==> src/rtl/mult_seq32.sv <==
// Sequential 32x32 shift-add multiplier: IDLE -> RUN (32 cycles) -> FIX -> DONE.
// Define MULT_SEQ32_SIGNED_EN to honour SIGNED; otherwise every operation is unsigned.
module mult_seq32 #(
  parameter int WIDTH = 32
) (
  input  logic             CLK,
  input  logic             RESET,
  input  logic             START,
  input  logic             SIGNED,
  input  logic [WIDTH-1:0] A,
  input  logic [WIDTH-1:0] B,
  output logic [WIDTH-1:0] HI,
  output logic [WIDTH-1:0] LO,
  output logic             BUSY,
  output logic             DONE
);

  localparam logic [1:0] S_IDLE = 2'd0;
  localparam logic [1:0] S_RUN  = 2'd1;
  localparam logic [1:0] S_FIX  = 2'd2;
  localparam logic [1:0] S_DONE = 2'd3;

  logic [1:0]         state;
  logic [WIDTH-1:0]   mcand;
  logic [WIDTH-1:0]   acc;
  logic [WIDTH-1:0]   mq;
  logic [5:0]         cnt;
  logic               neg;
  logic [WIDTH-1:0]   mag_a;
  logic [WIDTH-1:0]   mag_b;
  logic [WIDTH:0]     sum;
  logic [2*WIDTH-1:0] product;
  logic [2*WIDTH-1:0] fixed;

`ifdef MULT_SEQ32_SIGNED_EN
  logic neg_next;

  // Negating the most negative value yields itself, which is the correct unsigned magnitude.
  always_comb begin
    mag_a    = (SIGNED && A[WIDTH-1]) ? -A : A;
    mag_b    = (SIGNED && B[WIDTH-1]) ? -B : B;
    neg_next = SIGNED && (A[WIDTH-1] ^ B[WIDTH-1]);
  end

  always_ff @(posedge CLK or negedge RESET) begin
    if (!RESET)
      neg <= 1'b0;
    else if (START && !BUSY)
      neg <= neg_next;
  end

  assign fixed = neg ? -product : product;
`else
  logic unused_signed;

  assign unused_signed = SIGNED;
  assign mag_a         = A;
  assign mag_b         = B;
  assign neg           = 1'b0;
  assign fixed         = product;
`endif

  assign sum     = {1'b0, acc} + (mq[0] ? {1'b0, mcand} : '0);
  assign product = {acc, mq};

  always_ff @(posedge CLK or negedge RESET) begin
    if (!RESET) begin
      state <= S_IDLE;
      mcand <= '0;
      acc   <= '0;
      mq    <= '0;
      cnt   <= '0;
      HI    <= '0;
      LO    <= '0;
    end else begin
      case (state)
        S_IDLE, S_DONE: begin
          if (START) begin
            mcand <= mag_a;
            acc   <= '0;
            mq    <= mag_b;
            cnt   <= '0;
            state <= S_RUN;
          end else begin
            state <= S_IDLE;
          end
        end
        S_RUN: begin
          // {carry, acc, mq} shifted right by one; the retired multiplier bit falls off mq.
          acc <= sum[WIDTH:1];
          mq  <= {sum[0], mq[WIDTH-1:1]};
          cnt <= cnt + 6'd1;
          if (cnt == 6'(WIDTH - 1))
            state <= S_FIX;
        end
        S_FIX: begin
          HI    <= fixed[2*WIDTH-1:WIDTH];
          LO    <= fixed[WIDTH-1:0];
          state <= S_DONE;
        end
        default: state <= S_IDLE;
      endcase
    end
  end

  assign BUSY = (state == S_RUN) || (state == S_FIX);
  assign DONE = (state == S_DONE);

endmodule

==> config.mk <==
export PLATFORM = sky130hd
export DESIGN_NAME = mult_seq32
export DESIGN_NICKNAME = d
export VERILOG_FILES = /design/src/rtl/mult_seq32.sv
export SDC_FILE = /design/constraint.sdc
export NUM_CORES = 1
export LEC_CHECK = 0
export CAP_MARGIN = 40
export CORE_ASPECT_RATIO = 0.8
export CORE_UTILIZATION = 55
export CTS_CLUSTER_DIAMETER = 50
export DETAILED_ROUTE_END_ITERATION = 12
export MAX_ROUTING_LAYER = met4
export PLACE_DENSITY_LB_ADDON = 0.08
export RECOVER_POWER = 25
export SLEW_MARGIN = 10
export SYNTH_ARGS = -nofsm -noshare
export SYNTH_HDL_FRONTEND = slang
export SYNTH_SLANG_ARGS = --single-unit
==> constraint.sdc <==
create_clock -name CLK -period 4.1 [get_ports CLK]
set_clock_uncertainty 0.05 [all_clocks]
set_input_delay 1.23 -clock CLK [delete_from_list [all_inputs] [get_ports CLK]]
set_output_delay 1.23 -clock CLK [all_outputs]
set_load 0.01 [all_outputs]
After elaboration in Yosys (flattened, before gate mapping):

Cells that the tools add are included.

* register bits: 168
* logic and storage cells: 31

* add/subtract/negate cells: 2
* equality and inequality tests: 6
* multiplexer cells: 10
* reductions and logical operators: 6

Operator list (count)
* case mux 32 bit (2 select lines): 2
* two-way mux 32 bit: 3
* adder 32 x 32 -> 33 bit: 1
* case mux 6 bit (2 select lines): 1
* adder 6 x 1 -> 6 bit (second input constant): 1
* equality test 6 x 5 -> 1 bit (second input constant): 1
* two-way mux 6 bit: 1
* case mux 2 bit (3 select lines): 1
* equality test 2 bit (second input constant): 2
* != test 2 bit (second input constant): 2
* AND reduction 2 bit: 2
* equality test 2 x 1 -> 1 bit (second input constant): 1
* logical NOT 2 bit: 1
* two-way mux 2 bit: 1
* nonzero test 2 bit: 1
* OR reduction 2 bit: 1
* logical OR 1 bit: 1
* two-way mux 1 bit: 1

Logic depth before layout (Yosys ltp):

Gate-level depths: netlist of run 1.

* depth after elaboration: 4
* gate-level depth with buffers: 11
* depth with buffers taken out: 11

Worst setup path before layout of run 1:

Ideal clock, no wire load.

* kind: input to register
* start point: input START
* end point: register acc[31]
* library setup time: 0.126 ns
* data arrival time: 2.560 ns
* data required time: 3.924 ns
* setup slack: 1.364 ns
* stages: 7
* buffers on the path: 2
* path through: buf_2 -> nand2_1 -> o21ai_1 -> nand2_1 -> clkbuf_1 -> nor3_1 -> a221o_1

* longest elaborated chain between the ends: 2

Ends and longest elaborated chain
* from (decl): line 8 `input logic START,`
* != test 2 bit (no source line)
* AND reduction 2 bit (no source line)
* to (signal assigned): line 90 `acc <= sum[WIDTH:1];`
* to (decl): line 25 `logic [WIDTH-1:0] acc;`

No other way between the ends.
A chain may end at the register's enable or synchronous reset.

Worst setup path after layout of run 1:

* start point: register mq[0]
* end point: register acc[25]

* longest elaborated chain between the ends: 3

Ends and longest elaborated chain
* from (decl): line 26 `logic [WIDTH-1:0] mq;`
* from (signal assigned): line 81 `mq <= mag_b;`
* from (signal assigned): line 91 `mq <= {sum[0], mq[WIDTH-1:1]};`
* two-way mux 32 bit: line 63 `assign sum = {1'b0, acc} + (mq[0] ? {1'b0, mcand} : '0);`
* adder 32 x 32 -> 33 bit: line 63
* case mux 32 bit (2 select lines): line 76 `case (state)`

No other way between the ends.

==> impl_summary.log, run 1 <==
[metrics] number of hold buffers added after CTS: 0
[metrics] setup slack after layout: 702 ps
[metrics] gr ovfl total: 0
[metrics] maximum fanout along the worst path: 24
[metrics] signal arrival time at the worst endpoint: 3670 ps
[metrics] Sink Count: 168
[metrics] Routed WL: 22900 um
[metrics] element type at the critical path end: flop
[metrics] io pins: 134
[metrics] final weighted congestion in routability-driven placement: 0.872
[metrics] violated checks: max-capacitance violations, max-slew violations
[metrics] Top FF cell, synth: sky130_fd_sc_hd__dfrtp_1
[metrics] Final setup violation count: 0
[metrics] number of gates given a new drive strength after cts: 0
[metrics] number of antenna violations at the first check in global routing: 0
[metrics] Setup Crit Path Kind: flop to flop
[metrics] Final Slew Violations: 81
[metrics] number of buffers created by CTS: 17
[metrics] maximum frequency from static timing analysis: 294 MHz
[metrics] relative area change from synthesis to final layout: 22.9%
[metrics] area of the core region: 0.0160 mm^2
[metrics] Detailed Place HPWL: 15700 um
[metrics] number of vias after detailed routing: 7277
[metrics] number of nets in the finished design: 1063
[metrics] synthesized instance count: 843
[metrics] insertion delay of the later-clocked pin in the worst-skew pair: 430 ps
[metrics] register area share after synthesis: 46.2%
[metrics] most frequent cell after synthesis: sky130_fd_sc_hd__dfrtp_1
[metrics] Design Power: 9.90 mW
[metrics] post-detailed-route via-to-cell ratio: 6.14
[metrics] Ys Warns: 0
[metrics] DRC violation total after the first TritonRoute iteration: 486
[metrics] cell area after placement: 0.0106 mm^2
[metrics] crit start category: flop
[metrics] number of buffer cells added on primary ports: 132
[metrics] die height: 117 um
[metrics] hold path start: mcand[22]
[metrics] share of cells above drive strength 1: 20.3%
[metrics] width of the die: 146 um
[metrics] launch instance of the worst register-to-register path: mq[0]
[metrics] data required time of the worst path: 4370 ps
[metrics] number of buffers on the longest clock path: 2
[metrics] global routing usage summed across all routing layers: 28.8%
[metrics] flop and latch count out of synthesis: 168
[metrics] via count of the first global-routing pass: 7118
[metrics] clock transition time at the flip-flop clock pins of the worst setup and hold paths: 60 ps
[metrics] Final Cycle Share: 82.9%
[metrics] Post CTS Setup Buffer Count: 0
[metrics] largest net degree at the start of global routing: 82
[metrics] Synth Net Count: 948
[metrics] result of the run: finished with violations
[metrics] Detailed Routing Iterations Pass 1: 5
[metrics] share of the synthesized area in the top cell type: 46.2%
[metrics] power per cell area: 886 mW/mm^2
[metrics] Util after Layout: 70.1%
[metrics] initial cell density of the core: 57.0%
[metrics] Root Driver: sky130_fd_sc_hd__clkbuf_16
[metrics] cell row count: 41
[metrics] number of hold violations in the final report: 0
[metrics] worst setup path startpoint: mq[0]
[metrics] async set-reset flop share out of synthesis: 100%
[metrics] synth top area cells: sky130_fd_sc_hd__dfrtp_1 (46%), sky130_fd_sc_hd__mux2_2 (16%), sky130_fd_sc_hd__ha_1 (4.9%)
[metrics] library cells used by synthesis: 66
[metrics] slew at the pin closest to its max-slew limit: 2060 ps
[metrics] CTS tree: done
[metrics] cell type with the largest total area after synthesis: sky130_fd_sc_hd__dfrtp_1
[metrics] VDD IR-drop max: 0.000439 V
[metrics] final design instance area without fill: 0.0112 mm^2
[metrics] Lkg Pwr: 4.68 nW
[metrics] worst min-delay path class: flop to flop
[metrics] mean instance size in the synthesized netlist: 10.8 um^2
[metrics] count of antenna-violating nets left after detailed routing: 0
[metrics] unrepaired setup endpoints after global routing: no
[metrics] max-cap check violation count: 1
[metrics] area of the die: 0.0171 mm^2
[metrics] antenna diode count: 0
[metrics] netlist area before placement: 0.00910 mm^2
[metrics] drc violations: 0
[metrics] global-route wire length before repair: 37100 um
[metrics] H-Tree Depth: 4
[metrics] top cell types by occurrence after synthesis: sky130_fd_sc_hd__dfrtp_1 (168), sky130_fd_sc_hd__mux2_2 (127), sky130_fd_sc_hd__a21oi_1 (66), sky130_fd_sc_hd__o22ai_1 (62), sky130_fd_sc_hd__nand2_1 (56)
[metrics] min Tclk post-route: 3400 ps
[metrics] wire length per cell: 19.3 um
[metrics] summed negative setup slack over all endpoints: 0 ps
[metrics] setup slack at placement: 727 ps
[metrics] worst relative slew slack: -37.7%
[metrics] count of flip-flops with a built-in enable after synthesis: 0
## layer usage
metal | GRT usage, % | vias to the layer above | share of wire [%]
met2 | 44.2 | 237 | 46
met1 | 39.7 | 3653 | 48
met3 | 5.00 | 24 | 5.5
met4 | 8.07 | 0 | 1.1
met5 | - | - | 0
li1 | - | 3363 | -
## state kept, by name, indices dropped and copies added, names as in the netlist
register  flops
mq           32
acc          32
cnt           6
mcand        32
state         2
HI           32
LO           32
## layout by cell type (no fill, tap or decap), types with 4 or more instances in the layout
| cell | netlist | layout |
|---|---|---|
| sky130_fd_sc_hd__dfrtp_1 | 168 | 168 |
| sky130_fd_sc_hd__clkdlybuf4s50_1 | 0 | 131 |
| sky130_fd_sc_hd__mux2_2 | 127 | 127 |
| sky130_fd_sc_hd__a21oi_1 | 66 | 66 |
| sky130_fd_sc_hd__o22ai_1 | 62 | 62 |
| sky130_fd_sc_hd__nand2_1 | 56 | 56 |
| sky130_fd_sc_hd__ha_1 | 36 | 35 |
| sky130_fd_sc_hd__and2_1 | 32 | 32 |
| sky130_fd_sc_hd__o21ai_0 | 25 | 25 |
| sky130_fd_sc_hd__nor2_1 | 19 | 19 |
| sky130_fd_sc_hd__o21ai_1 | 19 | 19 |
| sky130_fd_sc_hd__inv_1 | 17 | 17 |
| sky130_fd_sc_hd__clkbuf_16 | 0 | 17 |
| sky130_fd_sc_hd__buf_4 | 0 | 15 |
| sky130_fd_sc_hd__nand4_1 | 13 | 13 |
| sky130_fd_sc_hd__nand3_1 | 13 | 13 |
| sky130_fd_sc_hd__xnor2_1 | 13 | 13 |
| sky130_fd_sc_hd__a21o_1 | 11 | 11 |
| sky130_fd_sc_hd__xor2_1 | 9 | 9 |
| sky130_fd_sc_hd__nor3_1 | 8 | 8 |
| sky130_fd_sc_hd__o21a_1 | 7 | 7 |
| sky130_fd_sc_hd__a21oi_2 | 6 | 6 |
| sky130_fd_sc_hd__a221o_1 | 6 | 6 |
| sky130_fd_sc_hd__nor2b_1 | 5 | 5 |
| sky130_fd_sc_hd__o211ai_1 | 5 | 5 |
| sky130_fd_sc_hd__o21bai_1 | 5 | 5 |
| sky130_fd_sc_hd__nand3b_1 | 4 | 4 |
| sky130_fd_sc_hd__nand2b_1 | 4 | 4 |
| sky130_fd_sc_hd__inv_6 | 0 | 4 |
## cell type report
type                            count  area (um^2)
Fill cell                        1199         4770
Sequential cell                   168         4200
Clock buffer                       21          470
Multi-Input combinational cell    605         4620
Timing Repair Buffer              149         1460
Tap cell                          215          269
Inverter                           17         63.8
Clock inverter                     11         87.6
## cell families after synthesis
logic type / after synthesis / share of synthesized area [%]
buffers and inverters: 70 / 3.09
multiplexers: 129 / 15.9
AND/OR/NAND/NOR: 168 / 9.40
adder cells (fa/ha/maj): 37 / 5.17
AO/OA/AOI/OAI: 249 / 18.1
flip-flops: 168 / 46.2
XOR/XNOR: 22 / 2.12
## worst max-delay path: stages, from the launching register on
cell and delay, ps:
sky130_fd_sc_hd__dfrtp_1 860, sky130_fd_sc_hd__and2_1 240, sky130_fd_sc_hd__ha_1 170, sky130_fd_sc_hd__inv_1 60
sky130_fd_sc_hd__fa_1 400, sky130_fd_sc_hd__nor2b_1 150, sky130_fd_sc_hd__o211ai_1 150, sky130_fd_sc_hd__a21oi_1 190
sky130_fd_sc_hd__o21bai_2 130, sky130_fd_sc_hd__o211a_1 340, sky130_fd_sc_hd__o2111a_1 270, sky130_fd_sc_hd__a221o_1 260
## through the flow
stage               hold WS (ps)  instances
floorplan                    415        843
global placement             432       1153
detailed placement           438       1154
CTS                          452       1186
global route                 467       1186
finish                       450       1186
## worst paths after layout
check / to / slack (ps) / cells past startpoint
min reg2reg: mcand[22] / 450 / 1
min in group asynchronous: mcand[7] / 1310 / 1
min: mcand[22] / 450 / 1
max reg2reg: acc[25] / 700 / 11
max in group asynchronous: mq[0] / 1340 / 2
max: acc[25] / 700 / 11
## power breakdown
group | total (mW) | internal (mW) | leakage (nW) | switching [mW]
combinational | 5.35 | 2.55 | 2.35 | 2.80
clock | 1.53 | 0.833 | 0.269 | 0.697
sequential | 3.02 | 2.43 | 2.06 | 0.585
Power figures use the tool's default switching activity.
==> inputs of run 2 (changes only) <==
Clock period 4.1 ns to 3.5 ns, I/O delays scaled along.
==> run 2 against run 1 <==
Against the previous run:
- sequential power up 16%
- global-route usage grew 0.29 points
- critical path depth up 1
- the run still ends with max-capacitance violations, max-slew violations left
- via count shrank 1.1%
- largest cell class unchanged
- combinational power increased by 20%
- sequential cell count stayed put
- first-iteration DRC count rose by 4.7%
- final area is 0.95% higher
- worst setup slack got worse by 340 ps
- cell count is 0.17% higher
==> impl_summary.log, run 2 (synthesis results as in run 1) <==
[metrics] result of the run: finished with violations
[metrics] violated checks: max-capacitance violations, max-slew violations
[metrics] maximum frequency from static timing analysis: 319 MHz (+8.4%)
[metrics] Util after Layout: 70.7% (+0.67 points)
[metrics] Detailed Routing Iterations Pass 1: 5 (unchanged)
[metrics] number of antenna violations at the first check in global routing: 0 (unchanged)
[metrics] gr ovfl total: 0 (unchanged)
[metrics] sequence of cells on the critical path: buf_4 -> and2_1 -> ha_1 -> inv_1 -> fa_1 -> nor2b_1 -> o211ai_1 -> a21oi_1 -> o21bai_2 -> o211a_1 -> o2111a_1 -> a221o_1
[metrics] FF-to-FF End: acc[25]
[metrics] met3 wirelength from detailed routing: 1380 um (+10%)
[metrics] via count of the first global-routing pass: 7218 (+1.4%)
[metrics] Final Slew Violations: 74 (-8.6%)
[metrics] Sink Count: 168 (unchanged)
[metrics] number of gates given a new drive strength after cts: 0 (unchanged)
[metrics] antenna diode count: 0 (unchanged)
[metrics] Routed WL: 23000 um (+0.33%)
[metrics] Post CTS Setup Buffer Count: 0 (unchanged)
[metrics] cell row count: 41 (unchanged)
[metrics] data required time of the worst path: 3760 ps (-610 ps)
[metrics] area of the die: 0.0171 mm^2 (unchanged)
[metrics] crit start category: flop
[metrics] worst hold-check slack: 453 ps (+2.91 ps)
[metrics] final weighted congestion in routability-driven placement: 0.893 (+2.4%)
[metrics] CP top delay family: compound AO/OA/AOI/OAI gates
[metrics] Hold Crit Endpoint: mcand[21]
[metrics] worst relative slew slack: -23.1% (+15 points)
[metrics] largest net degree at the start of global routing: 75 (-8.5%)
[metrics] min Tclk post-route: 3140 ps (-263 ps)
[metrics] number of hold buffers added after CTS: 0 (unchanged)
[metrics] Detailed Place HPWL: 15700 um (about the same)
[metrics] unrepaired setup endpoints after global routing: no
[metrics] Routed met1 length: 10800 um (-0.65%)
[metrics] most frequent standard cell in the layout excluding fill and tap cells: sky130_fd_sc_hd__dfrtp_1
[metrics] Setup Crit Path Kind: flop to flop
[metrics] max-cap check violation count: 1 (unchanged)
[metrics] launch instance of the worst register-to-register path: mq[0]
[metrics] insertion delay of the later-clocked pin in the worst-skew pair: 430 ps (about the same)
[metrics] CTS tree: done
[metrics] wire length per cell: 19.3 um (+0.16%)
[metrics] summed negative setup slack over all endpoints: 0 ps (unchanged)
[metrics] VDD IR-drop max: 0.000620 V (+41%)
[metrics] Max Used Layer: met4
[metrics] signal arrival time at the worst endpoint: 3390 ps (-280 ps)
[metrics] number of hold violations in the final report: 0 (unchanged)
[metrics] global-route wire length before repair: 37800 um (+1.9%)
[metrics] path length in cells of the critical path: 12 (+1)
[metrics] share of cells above drive strength 1: 20.6% (+0.27 points)
[metrics] maximum fanout along the worst path: 18 (-25%)
[metrics] Crit path largest cell delay: 390 ps (-470 ps)
[metrics] number of vias after detailed routing: 7197 (-1.1%)
[metrics] number of buffer cells added on primary ports: 132 (unchanged)
[metrics] worst reg-to-reg path cell count: 12 (+1)
[metrics] global routing usage summed across all routing layers: 29.1% (+0.29 points)
[metrics] Final Cycle Share: 89.6% (+6.7 points)
[metrics] H-Tree Depth: 4 (unchanged)
[metrics] number of nets in the finished design: 1066 (+0.28%)
[metrics] clock transition time at the flip-flop clock pins of the worst setup and hold paths: 70 ps (about the same)
[metrics] post-detailed-route via-to-cell ratio: 6.06 (-1.3%)
[metrics] slew at the pin closest to its max-slew limit: 1850 ps (-218 ps)
[metrics] area of the core region: 0.0160 mm^2 (unchanged)
[metrics] Worst path slowest cell: sky130_fd_sc_hd__fa_1
[metrics] number of buffers on the longest clock path: 2 (unchanged)
[metrics] io pins: 134 (unchanged)
[metrics] element type at the critical path end: flop
[metrics] Final setup violation count: 0 (unchanged)
[metrics] DRC violation total after the first TritonRoute iteration: 509 (+4.7%)
[metrics] count of antenna-violating nets left after detailed routing: 0 (unchanged)
[metrics] worst min-delay path class: flop to flop
[metrics] width of the die: 146 um (unchanged)
[metrics] sum of met2 wire segment lengths after detailed routing: 10400 um (-0.55%)
[metrics] worst hold stages: 1 (unchanged)
[metrics] Root Driver: sky130_fd_sc_hd__clkbuf_16
[metrics] drc violations: 0 (unchanged)
[metrics] power per cell area: 1060 mW/mm^2 (+19%)
[metrics] die height: 117 um (unchanged)
[metrics] number of buffers created by CTS: 17 (unchanged)
[metrics] Lkg Pwr: 4.72 nW (+1.0%)
[metrics] relative area change from synthesis to final layout: 24.0%
[metrics] commonest non-fill, non-tap cells in the layout: sky130_fd_sc_hd__dfrtp_1 (168), sky130_fd_sc_hd__clkdlybuf4s50_1 (131), sky130_fd_sc_hd__mux2_2 (127), sky130_fd_sc_hd__a21oi_1 (66), sky130_fd_sc_hd__o22ai_1 (62)
[metrics] number of buffer and inverter instances along the worst setup path: 2 (+1)
[metrics] initial cell density of the core: 57.0% (unchanged)
[metrics] reg-to-reg setup timing slack: 360 ps (-340 ps)
[metrics] hold path start: mcand[21]
[run 2: cell types whose count changed in the layout (fill, tap and decap cells not counted), sizes merged]
cell	change
bufinv	+3
buf	+2
clkbuf	-1
clkinvlp	-1
inv	-1
[run 2: metal layers]
layer | global-route usage, % | vias to the layer above
li1 | - | 3352
met1 | 39.3 | 3576
met2 | 44.4 | 238
met3 | 6.43 | 31
met4 | 8.28 | 0
met5 | - | -
[run 2: cell type report]
class / count / area, um^2
inverter: 17 / 63.8
clock inverter: 12 / 165
multi-input combinational: 605 / 4620
fill: 1156 / 4670
timing repair buffer: 152 / 1510
sequential: 168 / 4200
clock buffer: 19 / 453
tap: 215 / 269
[run 2: worst max path at each step]
stage,to,start,slack [ps]
finish,acc[25],mq[0],360
global route,acc[25],mq[0],150
CTS,acc[25],mq[0],410
detailed placement,acc[25],mq[0],440
global placement,acc[25],mq[0],490
floorplan,acc[23],mq[0],880
[run 2: power by group]
part / total, mW / switching (mW) / internal (mW) / leakage (nW)
registers: 3.51 / 0.661 / 2.85 / 2.06
clock network: 1.99 / 0.823 / 1.17 / 0.298
logic: 6.40 / 3.37 / 3.03 / 2.37
total: 11.9 / 4.85 / 7.06 / 4.72
[run 2: through the flow]
step | setup WS, ps | power, mW | cell area (um^2) | cells
floorplan | 883 | 7.69 | 9100 | 843
finish | 365 | 11.9 | 11300 | 1188
global route | 152 | 12.7 | 11300 | 1188
global placement | 486 | 9.55 | 10700 | 1156
detailed placement | 440 | 9.82 | 10700 | 1157
CTS | 411 | 11.9 | 11300 | 1188
